### src/rtl/disp_scan_ctrl.sv
// rtl/disp_scan_ctrl.sv - seven-segment scan controller with double-dabble BCD conversion
module disp_scan_ctrl #(
  parameter int REFRESH_DIV = 100000,
  parameter int WIDTH       = 16
) (
  input  logic             clk,
  input  logic             rst,
  input  logic             load,
  input  logic [WIDTH-1:0] value,
  input  logic             scroll_left,
  input  logic             scroll_right,
  output logic [1:0]       toggle,
  output logic [3:0]       digit_code,
  output logic             busy,
  output logic             valid
);

  localparam int CNT_W = $clog2(REFRESH_DIV);

  typedef enum logic {S_IDLE, S_CONV} state_t;

  state_t             state_q, state_d;
  logic [CNT_W-1:0]   cnt_q;
  logic [1:0]         toggle_q;
  logic [1:0]         idx_q;
  logic [15:0]        mag_q;
  logic [19:0]        scr_q;
  logic [4:0]         iter_q;
  logic               neg_q;
  logic [19:0]        d_q;
  logic               sign_q;
  logic               valid_q;

  logic [19:0]        scr_adj;
  logic [19:0]        scr_shift;
  logic [15:0]        abs_value;
  logic               commit;
  logic [2:0]         pos;
  logic [3:0]         nib;

  // Magnitude of the two's-complement input; -32768 maps to 32768 unsigned.
  assign abs_value = value[15] ? (~value + 16'd1) : value;
  assign commit    = (state_q == S_CONV) && (iter_q == 5'd1);

  // Double-dabble step: add 3 to every nibble >= 5, then shift in the next magnitude bit.
  always_comb begin
    scr_adj = scr_q;
    for (int i = 0; i < 5; i++) begin
      if (scr_q[4*i +: 4] >= 4'd5) begin
        scr_adj[4*i +: 4] = scr_q[4*i +: 4] + 4'd3;
      end
    end
    scr_shift = {scr_adj[18:0], mag_q[15]};
  end

  // FSM state register.
  always_ff @(posedge clk or posedge rst) begin
    if (rst) begin
      state_q <= S_IDLE;
    end else begin
      state_q <= state_d;
    end
  end

  // FSM next state: a load starts a conversion, the last iteration returns to idle.
  always_comb begin
    state_d = state_q;
    case (state_q)
      S_IDLE:  if (load) state_d = S_CONV;
      S_CONV:  if (iter_q == 5'd1) state_d = S_IDLE;
      default: state_d = S_IDLE;
    endcase
  end

  // FSM outputs.
  always_comb begin
    busy = 1'b0;
    if (state_q == S_CONV) busy = 1'b1;
  end

  // Conversion datapath; committed digits change only on the final iteration.
  always_ff @(posedge clk or posedge rst) begin
    if (rst) begin
      mag_q   <= '0;
      scr_q   <= '0;
      iter_q  <= '0;
      neg_q   <= 1'b0;
      d_q     <= '0;
      sign_q  <= 1'b0;
      valid_q <= 1'b0;
    end else if (state_q == S_IDLE) begin
      if (load) begin
        neg_q  <= value[15];
        mag_q  <= abs_value;
        scr_q  <= '0;
        iter_q <= 5'd16;
      end
    end else begin
      scr_q  <= scr_shift;
      mag_q  <= {mag_q[14:0], 1'b0};
      iter_q <= iter_q - 5'd1;
      if (iter_q == 5'd1) begin
        d_q     <= scr_shift;
        sign_q  <= neg_q;
        valid_q <= 1'b1;
      end
    end
  end

  // Refresh divider and anode slot select, free-running regardless of conversion.
  always_ff @(posedge clk or posedge rst) begin
    if (rst) begin
      cnt_q    <= '0;
      toggle_q <= '0;
    end else if (cnt_q == CNT_W'(REFRESH_DIV - 1)) begin
      cnt_q    <= '0;
      toggle_q <= toggle_q + 2'd1;
    end else begin
      cnt_q <= cnt_q + CNT_W'(1);
    end
  end

  // Scroll window index; a commit resets the window and overrides any scroll.
  always_ff @(posedge clk or posedge rst) begin
    if (rst) begin
      idx_q <= '0;
    end else if (commit) begin
      idx_q <= '0;
    end else if (scroll_left && !scroll_right && idx_q != 2'd2) begin
      idx_q <= idx_q + 2'd1;
    end else if (scroll_right && !scroll_left && idx_q != 2'd0) begin
      idx_q <= idx_q - 2'd1;
    end
  end

  // Digit code decode from registered state: sign slot on the left, three windowed digits.
  always_comb begin
    pos = {1'b0, idx_q} + {1'b0, toggle_q};
    case (pos)
      3'd0:    nib = d_q[3:0];
      3'd1:    nib = d_q[7:4];
      3'd2:    nib = d_q[11:8];
      3'd3:    nib = d_q[15:12];
      default: nib = d_q[19:16];
    endcase
    if (!valid_q) begin
      digit_code = 4'd15;
    end else if (toggle_q == 2'd3) begin
      digit_code = sign_q ? 4'd10 : 4'd15;
    end else begin
      digit_code = nib;
    end
  end

  assign toggle = toggle_q;
  assign valid  = valid_q;

endmodule
### config.mk
export PLATFORM = sky130hd
export DESIGN_NAME = disp_scan_ctrl
export DESIGN_NICKNAME = d
export VERILOG_FILES = /design/src/rtl/disp_scan_ctrl.sv
export SDC_FILE = /design/constraint.sdc
export NUM_CORES = 1
export LEC_CHECK = 0
export CAP_MARGIN = 5
export CORE_MARGIN = 2
export CORE_UTILIZATION = 60
export CTS_BUF_LIST = sky130_fd_sc_hd__clkbuf_16
export DETAILED_ROUTE_END_ITERATION = 10
export PLACE_DENSITY = 0.8
export RECOVER_POWER = 25
export SYNTH_ARGS = -nofsm -noshare
export SYNTH_HDL_FRONTEND = slang
export SYNTH_SLANG_ARGS = --single-unit
### constraint.sdc
create_clock -name clk -period 3.2 [get_ports clk]
set_clock_uncertainty 0.2 [all_clocks]
set_input_delay 0.64 -clock clk [delete_from_list [all_inputs] [get_ports clk]]
set_output_delay 0.64 -clock clk [all_outputs]
set_load 0.05 [all_outputs]
==> impl_metrics.tcl <==
set metrics [dict create \
    critPathLaunchType "flop" \
    grt_max_degree 78 \
    drt_iter0_drc 220 \
    placeableCoreArea_um2 7690 \
    viasPerCell 5.84 \
    synth_cells 460 \
    synth_area_um2 4720 \
    min_period_over_period_pct 97.3 \
    crit_path_end_kind "output port" \
    ys_ff_latch 86 \
    antenna_cells 0 \
    numCtsBuffers 9 \
    pre_cts_slack_ns 0.320 \
    hold_buffers 0 \
    cts.path.max_buffers 2 \
    dieHeight_um 92.7 \
    gp_congestion 0.881 \
    start_util_pct 61.4 \
    layout.nets 525 \
    area_delta_synth_final_pct 15.2 \
    fmax_mhz 321 \
    ios 29 \
    fin_crit_ns 3.11 \
    clk_latency_ns 0.33 \
    peakVddDrop_mv 0.557 \
    arrival_ns 2.27 \
    grt_pass1_wl_um 16100 \
    syn_area_per_cell_um2 10.3 \
    ys_types 47 \
    grt_pass1_vias 3488 \
    synth-edff-count 0 \
    slew_headroom_pct 22.2 \
    clkTransAtPathRegs_ns 0.06 \
    die_area_um2 8600 \
    cts_tree "done" \
    worstPathRequired_ns 2.36 \
    clkSinkCount 86 \
    die_width_um 92.7 \
    path_max_fanout 4 \
    drive_gt1_share_pct 12.0 \
    finalSetupViolCount 0 \
    overflow 0 \
    worst_pin_slew_ns 1.17 \
    fin_total_pwr_mw 4.69 \
    async_flop_share_pct 100 \
    cts_root_buf "clkbuf_16" \
    antenna_found_initial 0 \
    ant_nets 0 \
    dp_hpwl_um 6540 \
    drc 0 \
    status "completed" \
    final.setup.worst_slack_ns 0.0859 \
    htreeDepth 3 \
    synth-seq-area-share_pct 45.6 \
    rows 32 \
    post_drt_wl_per_cell_um 15.8 \
    synth_top_flop_cell "dfrtp_1" \
    synth_nets 498 \
    slew_viol_final 0 \
    p_leak_nw 2.43 \
    finalHoldViolCount 0 \
    vias 3464 \
    powerDensity_nw_per_um2 862 \
    grtUsageTotal_pct 23.9 \
    rsz0062_at_grt "yes" \
    hold_class "flop to flop" \
    yosys_warnings 0 \
    dr.pass1.iters 4 \
    io_buffers 28 \
    maxCapViolCount 0 \
    critPathKind "flop to output port" \
    wirelength_um 9360 \
]
[path summary, 6_finish.rpt]
check	endpoint	from	cells past startpoint	slack [ns]
hold / removal	d_q[16]	d_q[16]	2	0.28
hold reg to reg	d_q[16]	d_q[16]	2	0.28
setup reg to reg	neg_q	state_q	3	1.04
min in group asynchronous	iter_q[3]	rst	3	0.90
max in group asynchronous	valid	rst	3	1.10
setup / recovery	digit_code[1]	idx_q[0]	6	0.09
[where the power goes]
group	switching, mW	internal (mW)	total [mW]
registers	0.286	1.46	1.75
clock network	0.393	0.591	0.984
logic	1.05	0.908	1.96
[per-stage QoR]
stage                     hold slack, ns  setup TNS, ns  area [µm²]  util, %  instances
after floorplan                    0.245              0        4730        -        460
after global placement             0.258              0        5130     66.7        576
after detailed placement           0.273              0        5130     66.7        576
after CTS                          0.285              0        5410     70.4        591
after global routing               0.299       -0.00653        5440     70.8        593
final                              0.280              0        5440     70.8        593
[worst max-delay path: stages (launching register included)]
cell and delay [ns]:
dfrtp_2 0.44, ha_4 0.17, fa_2 0.62, mux4_2 0.30, mux2i_1 0.14, nand2_1 0.10
buf_6 0.18
[synthesized netlist by cell type, drive strengths merged (15+ instances only)]
cell type	instances	area [µm²]
a21oi	25	125
clkbuf	15	56.3
dfrtp	86	2150
ha	16	200
inv	17	63.8
mux2i	22	220
nand2	34	128
nand2b	27	169
nor2	19	71.3
nor3b	24	180
o21ai	40	200
xnor2	18	158
[flip-flops by register name (all words and copies together), names as in the netlist]
register and flops:
d_q 20, scr_q 20, cnt_q 17, mag_q 16, iter_q 5, idx_q 2
toggle 2, neg_q 1, sign_q 1, state_q 1, valid 1
[cell type report]
type | count | area, µm²
Multi-Input combinational cell | 335 | 2440
Fill cell | 593 | 2250
Sequential cell | 86 | 2150
Timing Repair Buffer | 38 | 369
Clock buffer | 9 | 225
Tap cell | 102 | 128
Inverter | 17 | 65.1
Clock inverter | 6 | 55.1
[kinds of logic (layout without fill, tap and decap cells)]
group                      count (synthesis)  in the layout  synth area share [%]
AOI/OAI and AO/OA                         89             89                  11.9
xor gates and xnor gates                  31             31                  5.75
adders and majority gates                 17             17                  4.66
buffers and inverters                     39             70                  3.37
DFF                                       86             86                  45.6
muxes                                     36             36                  8.96
and+or+nand+nor                          162            162                  19.8
[layer usage]
layer	routed length, µm	track usage, %	part of all wire (%)	up-vias
li1	-	-	-	1689
met1	4230	32.3	45	1695
met2	4660	38.6	50	66
met3	308	3.09	3.3	14
met4	174	11.3	1.9	0
met5	0	0	0	-
[cell usage in the layout (no fill, tap or decap), types with 13 or more instances in the layout]
cell type and count:
ha_1 15, clkdlybuf4s50_1 23, nor2_1 19, nor3b_1 24, o21ai_0 34, inv_1 17
dfrtp_1 84, a21oi_1 25, nand2b_1 27, mux2i_1 22, xor2_1 13, xnor2_1 18
nand2_1 34
[timing repair]
action,4_1_cts,5_1_grt
buffers inserted,0,2
resized for setup,0,5
hold endpoints to repair,0,0
endpoints found under the setup margin,0,4
(Power assumes the default switching activity.)
